### config.mk
export PLATFORM = sky130hd
export DESIGN_NAME = spi_slave_rx
export DESIGN_NICKNAME = d
export VERILOG_FILES = /design/src/rtl/spi_slave_rx.sv
export SDC_FILE = /design/constraint.sdc
export NUM_CORES = 1
export LEC_CHECK = 0
export CELL_PAD_IN_SITES_DETAIL_PLACEMENT = 0
export CELL_PAD_IN_SITES_GLOBAL_PLACEMENT = 2
export CORE_UTILIZATION = 38
export CTS_CLUSTER_DIAMETER = 150
export DETAILED_ROUTE_END_ITERATION = 10
export PLACE_DENSITY_LB_ADDON = 0.08
export SYNTH_ARGS = -nofsm -noshare
export SYNTH_HDL_FRONTEND = slang
export SYNTH_SLANG_ARGS = --single-unit
### constraint.sdc
create_clock -name clk -period 3.4 [get_ports clk]
set_clock_uncertainty 0.05 [all_clocks]
set_input_delay 0.51 -clock clk [delete_from_list [all_inputs] [get_ports clk]]
set_output_delay 0.51 -clock clk [all_outputs]
set_load 0.05 [all_outputs]
### src/rtl/spi_slave_rx.sv
// SPI slave receiver: synchronizes sclk/cs/mosi into the clk domain and assembles
// MSB-first N-bit words framed by an active-low chip select.
module spi_slave_rx #(
   parameter int unsigned N          = 16,
   parameter int unsigned DATA_WIDTH = 5
) (
   input  logic         clk,
   input  logic         reset,
   input  logic         sclk,
   input  logic         cs,
   input  logic         mosi,
   output logic [N-1:0] out_data,
   output logic         data_valid,
   output logic         frame_error,
   output logic         busy
);

   typedef enum logic [1:0] {S_IDLE, S_RECV, S_WAIT} state_t;

   logic sclk_s1, sclk_s2, sclk_s3;
   logic cs_s1, cs_s2, cs_s3;
   // mosi is only sampled, never edge-detected, so it needs no history flop
   logic mosi_s1, mosi_s2;

   logic sclk_rise, cs_fall, cs_rise;

   state_t                state_q, state_d;
   logic [DATA_WIDTH-1:0] cnt_q, cnt_d;
   // The bit that would shift out of the top is never observable, so N-1 bits suffice
   logic [N-2:0]          shift_q, shift_d;
   logic [N-1:0]          word;
   logic [N-1:0]          out_q, out_d;
   logic                  dv_q, dv_d;
   logic                  fe_q, fe_d;
   logic                  ovr_q, ovr_d;
   logic                  armed_q, armed_d;
   logic [1:0]            settle_q, settle_d;

   always_ff @(posedge clk) begin
      if (reset) begin
         sclk_s1 <= 1'b0;
         sclk_s2 <= 1'b0;
         sclk_s3 <= 1'b0;
         cs_s1   <= 1'b1;
         cs_s2   <= 1'b1;
         cs_s3   <= 1'b1;
         mosi_s1 <= 1'b0;
         mosi_s2 <= 1'b0;
      end else begin
         sclk_s1 <= sclk;
         sclk_s2 <= sclk_s1;
         sclk_s3 <= sclk_s2;
         cs_s1   <= cs;
         cs_s2   <= cs_s1;
         cs_s3   <= cs_s2;
         mosi_s1 <= mosi;
         mosi_s2 <= mosi_s1;
      end
   end

   assign sclk_rise = sclk_s2 & ~sclk_s3;
   assign cs_fall   = ~cs_s2 & cs_s3;
   assign cs_rise   = cs_s2 & ~cs_s3;
   assign word      = {shift_q, mosi_s2};

   always_comb begin
      state_d  = state_q;
      cnt_d    = cnt_q;
      shift_d  = shift_q;
      out_d    = out_q;
      dv_d     = 1'b0;
      fe_d     = 1'b0;
      ovr_d    = ovr_q;
      settle_d = (settle_q == 2'd3) ? settle_q : settle_q + 2'd1;
      // After reset the cs flops hold a forced 1; a frame may only start once cs has been
      // genuinely seen high, so a frame cut by reset is ignored until cs rises and falls.
      armed_d  = armed_q | ((settle_q == 2'd3) & cs_s2 & cs_s3);

      case (state_q)
         S_IDLE: begin
            if (cs_fall && armed_q) begin
               cnt_d   = '0;
               shift_d = '0;
               ovr_d   = 1'b0;
               state_d = S_RECV;
            end
         end
         S_RECV: begin
            if (cs_rise) begin
               fe_d    = 1'b1;
               state_d = S_IDLE;
            end else if (sclk_rise) begin
               shift_d = word[N-2:0];
               cnt_d   = cnt_q + DATA_WIDTH'(1);
               if (cnt_q == DATA_WIDTH'(N - 1)) begin
                  out_d   = word;
                  dv_d    = 1'b1;
                  state_d = S_WAIT;
               end
            end
         end
         S_WAIT: begin
            if (cs_rise) begin
               fe_d    = ovr_q;
               ovr_d   = 1'b0;
               state_d = S_IDLE;
            end else if (sclk_rise) begin
               ovr_d = 1'b1;
            end
         end
         default: state_d = S_IDLE;
      endcase
   end

   always_ff @(posedge clk) begin
      if (reset) begin
         state_q  <= S_IDLE;
         cnt_q    <= '0;
         shift_q  <= '0;
         out_q    <= '0;
         dv_q     <= 1'b0;
         fe_q     <= 1'b0;
         ovr_q    <= 1'b0;
         armed_q  <= 1'b0;
         settle_q <= 2'd0;
      end else begin
         state_q  <= state_d;
         cnt_q    <= cnt_d;
         shift_q  <= shift_d;
         out_q    <= out_d;
         dv_q     <= dv_d;
         fe_q     <= fe_d;
         ovr_q    <= ovr_d;
         armed_q  <= armed_d;
         settle_q <= settle_d;
      end
   end

   assign out_data    = out_q;
   assign data_valid  = dv_q;
   assign frame_error = fe_q;
   assign busy        = (state_q != S_IDLE);

endmodule

==> flow_summary.yaml, run 1 <==
synthesis:
  synth_most_common_cell: "dfxtp_1"
  synth_area_sq_um: 1960
  synth.avg_cell_area_sq_um: 11.1
  synth_ff_type: "dfxtp_1"
  yosys.area.top_type: "dfxtp_1"
  async_flop_share: 0
  yosysSeqAreaShare: 0.532
  synth_cell_types: 35
  synth-edff-count: 0
  synth_area_leaders: "dfxtp_1 53%, mux2i_1 8.7%, a22o_2 8.2%"
  synth_top_area_frac: 0.532
  synth_fp_nets: 188
  ys_ff_latch: 52
  yosysWarnings: 0
  synthCells: 177
  ys_top_cells_by_count: "52 x dfxtp_1, 21 x nor2_1, 17 x mux2i_1"
clock_network:
  clk_pin_slew_ps: 90
  cts_buffers: 5
  cts.sinks: 52
  cts_max_level: 2
  cts_tree: "done"
  clock_latency_ps: 300
  clk_path_buf_depth: 2
  cts_root_buffer: "clkbuf_8"
  hold_buffers: 0
  postCtsSetupBuffers: 0
  cts_resized: 0
timing:
  rsz0062_at_grt: "false"
  fmaxAchievable_ghz: 0.394
  period_minus_slack_ps: 2540
  slew_headroom: 0.467
  hold_violations: 0
  worstMarginPinSlew_ps: 794
  fin_crit_sh: 0.747
  setup_violations: 0
  drv_slew: 0
  fin_tns_setup_ps: 0
detailed_routing:
  vias_per_cell: 4.82
  top_layer_used: "met4"
  finalWirelength_microns: 3310
  met3_length_microns: 127
  wl_met1_microns: 1740
  drt_iter0_drc: 26
  wire_per_inst_microns: 12.2
  vias: 1301
  firstDrtPassIters: 4
  ant_nets: 0
  drc: 0
  wl_met2_microns: 1410
grt:
  grt_max_degree: 20
  grt-ovfl-total: 0
  grt_antenna_before_repair: 0
  first_global_vias: 1220
  grt_use_total: 0.135
  grt_pass1_wl_microns: 5580
layout:
  nFillCells: 451
  drive_above_1_share: 0.172
  nets: 214
  diodes: 0
  areaGrowthSynthToFinish_pct: 20.1
  final_cells: 270
  finalInstanceArea_sq_um: 2350
floorplan:
  pin_count: 24
  core_area_sq_um: 4850
  die-area_sq_um: 5440
  start_util: 0.404
  fp-row-count: 25
  chipHeight_microns: 73.8
  die_width_microns: 73.8
worst_setup_path:
  critPathLaunchType: "flip-flop"
  cp-end-kind: "primary output"
  cp.arrival_ps: 1980
  critical_path_required_ps: 2840
  crit_type: "flip-flop to primary output"
  crit_path_max_fanout: 7
power_and_ir_drop:
  power.leakage_nw: 0.856
  p_per_area_nw_per_um2: 471
  ir_drop_v: 0.000260
placed_design:
  dp_cells: 263
  dp_hpwl_microns: 2300
  port_buffers: 23
  placed_area_sq_um: 2260
  gp_congestion: 0.684
job:
  cap_violations: 0
status:
  status: "finished, final reports clean"
min_path:
  hold_class: "flip-flop to flip-flop"
## critical path: stages, from the launching register on
cell and delay, ps:
dfxtp_1 370, inv_1 70, ha_1 300, inv_1 130, clkdlybuf4s50_1 810
## path summary, 6_finish.rpt
kind | depth (start not counted) | to | slack [ps] | startpoint
hold reg to reg | 1 | cs_s2 | 360 | cs_s1
setup reg to reg | 5 | cnt_q[0] | 1410 | state_q[0]
hold / removal | 1 | cs_s2 | 360 | cs_s1
setup / recovery | 4 | busy | 860 | state_q[0]
## cell families after synthesis
kind of cell               count (synthesis)  share of synthesized area
xor gates and xnor gates                   1                    0.00447
buffers and inverters                     14                     0.0351
AOI/OAI and AO/OA                         35                      0.158
and+or+nand+nor                           51                      0.139
DFF                                       52                      0.532
adders and majority gates                  6                     0.0383
muxes                                     18                     0.0926
## cell type report
cell class / instances / area [sq um] / area share
multi-input cells: 111 / 848 / 0.361
flip-flops and latches: 52 / 1040 / 0.443
repair buffers: 27 / 260 / 0.111
inverters: 6 / 22.5 / 0.00957
clock buffers: 7 / 96.3 / 0.0410
well taps: 67 / 83.8 / 0.0356
## layout by cell type (no fill, tap or decap), types with 2 or more instances in the layout
cell and n:
nand2_1 3, o21ai_0 4, a21oi_1 4, nand3_1 4
a31oi_1 3, dfxtp_1 52, buf_4 4, inv_1 6
nand3b_1 2, ha_1 6, mux2i_1 17, nand2b_1 3
clkdlybuf4s50_1 23, nor2_1 21, a211oi_1 2, a22o_2 16
clkbuf_8 7, nor2b_1 6, and3_1 2, or2_2 3
## power breakdown
group	leakage, nW	internal, mW	switching [mW]
Sequential	0.421	0.622	0.00742
Combinational	0.385	0.0405	0.0734
Clock	0.0503	0.181	0.183
## sequential cells by signal (all words and copies together) (netlist names)
name,cells
out_data,16
shift_q,15
cnt_q,5
settle_q,2
state_q,2
armed_q,1
cs_s1,1
cs_s2,1
cs_s3,1
data_valid,1
frame_error,1
mosi_s1,1
mosi_s2,1
ovr_q,1
sclk_s1,1
sclk_s2,1
sclk_s3,1
## metal layers
| metal | GRT usage | vias to the layer above |
|---|---|---|
| li1 | - | 680 |
| met1 | 0.185 | 597 |
| met2 | 0.196 | 19 |
| met3 | 0.0439 | 5 |
| met4 | 0.0513 | 0 |
| met5 | 0 | - |
## per-stage QoR
| step | hold slack (ps) | utilization | setup WS (ps) | total power, mW |
|---|---|---|---|---|
| after floorplan | 339 | - | 1590 | 0.730 |
| after global placement | 340 | 0.465 | 1090 | 0.755 |
| after detailed placement | 345 | 0.465 | 1030 | 0.758 |
| after CTS | 359 | 0.485 | 849 | 1.12 |
| after global routing | 382 | 0.485 | 781 | 1.16 |
| final | 355 | 0.485 | 860 | 1.11 |
(Power assumes the default switching activity.)
==> run 2, diff against run 1 <==
- CORE_UTILIZATION: 38 -> 35
- clock period: 3.4 -> 2.54 ns (I/O delays scaled with it)
==> flow_summary.yaml, run 2 (synthesis gave the netlist of run 1 again) <==
worst_setup_path:
  rr_startpoint: "state_q[0]"
  crit_type: "flip-flop to primary output"
  critPathLaunchType: "flip-flop"
  rrSetupSlack_ps: 510
  crit_path_max_fanout: 7
  cp.arrival_ps: 1990
  critical_path_required_ps: 2110
  cp-end-kind: "primary output"
  crit_start: "state_q[0]"
layout:
  nFillCells: 511
  finalInstanceArea_sq_um: 2380
  final_common_cell: "dfxtp_1"
  areaGrowthSynthToFinish_pct: 21.6
  drive_above_1_share: 0.176
  most-common-layout-cells: "52 x dfxtp_1, 23 x clkdlybuf4s50_1, 21 x nor2_1"
  nets: 214
  largest_reg_flops: 16
  diodes: 0
grt:
  grt_use_total: 0.131
  grt_pass1_wl_microns: 6140
  first_global_vias: 1287
  grt_max_degree: 23
  grt_antenna_before_repair: 0
  grt-ovfl-total: 0
placed_design:
  placed_area_sq_um: 2260
  dp_slack_ps: 458
  gp_congestion: 0.708
  port_buffers: 23
  dp_hpwl_microns: 2360
floorplan:
  die_width_microns: 76.8
  chipHeight_microns: 76.8
  fp-row-count: 26
  start_util: 0.374
  die-area_sq_um: 5900
  pin_count: 24
  core_area_sq_um: 5240
timing:
  rsz0062_at_grt: "false"
  period_minus_slack_ps: 2420
  fmaxAchievable_ghz: 0.413
  setup_violations: 0
  fin_tns_setup_ps: 0
  whs_ps: 378
  worstMarginPinSlew_ps: 813
  setup_ws_ps: 120
  fin_crit_sh: 0.953
  drv_slew: 0
  slew_headroom: 0.455
  hold_violations: 0
power_and_ir_drop:
  p_per_area_nw_per_um2: 666
  power.leakage_nw: 0.867
  p_total_mw: 1.59
  ir_drop_v: 0.000336
clock_network:
  cts_root_buffer: "clkbuf_8"
  cts_buffers: 5
  cts_resized: 0
  clk_pin_slew_ps: 90
  clk_path_buf_depth: 2
  clock_latency_ps: 300
  cts_max_level: 2
  postCtsSetupBuffers: 0
  cts_tree: "done"
  cts.sinks: 52
  hold_buffers: 0
detailed_routing:
  finalWirelength_microns: 3470
  top_layer_used: "met4"
  firstDrtPassIters: 4
  drc: 0
  wl_met2_microns: 1550
  ant_nets: 0
  wire_per_inst_microns: 12.7
  vias: 1331
  met3_length_microns: 122
  drt_iter0_drc: 41
  wl_met1_microns: 1730
  vias_per_cell: 4.86
min_path:
  hp-start: "cs_s1"
  hold_class: "flip-flop to flip-flop"
job:
  cap_violations: 0
status:
  status: "finished, final reports clean"
-- run 2: final timing paths --
path / endpoint / depth (start not counted)
max: busy / 4
min: cs_s2 / 1
max reg2reg: cnt_q[0] / 5
min reg2reg: cs_s2 / 1
-- run 2: layer usage --
layer,GRT usage,vias to the layer above
li1,-,675
met2,0.200,21
met5,0,-
met4,0.0577,0
met3,0.0393,7
met1,0.169,628
-- run 2: stage by stage --
stage                     utilization  instances
after floorplan                     -        177
after global placement          0.431        266
after detailed placement        0.431        266
after CTS                       0.455        274
after global routing            0.455        274
final                           0.455        274
-- run 2: area by class of cell --
class | count | area [sq um] | share of cell area
multi-input cells | 111 | 848 | 0.356
well taps | 70 | 87.6 | 0.0368
inverters | 6 | 22.5 | 0.00946
clock buffers | 6 | 82.6 | 0.0347
flip-flops and latches | 52 | 1040 | 0.437
repair buffers | 27 | 260 | 0.109
clock inverters | 2 | 38.8 | 0.0163
-- run 2: power breakdown --
part	total, mW	internal (mW)	leakage [nW]	switching (mW)
logic	0.155	0.0544	0.385	0.101
registers	0.843	0.832	0.421	0.0106
clock network	0.589	0.322	0.0614	0.266
total	1.59	1.21	0.867	0.378
-- run 2: critical path: stages, from the launching register on --
cell,delay [ps]
dfxtp_1,370
inv_1,70
ha_1,310
inv_1,130
clkdlybuf4s50_1,810
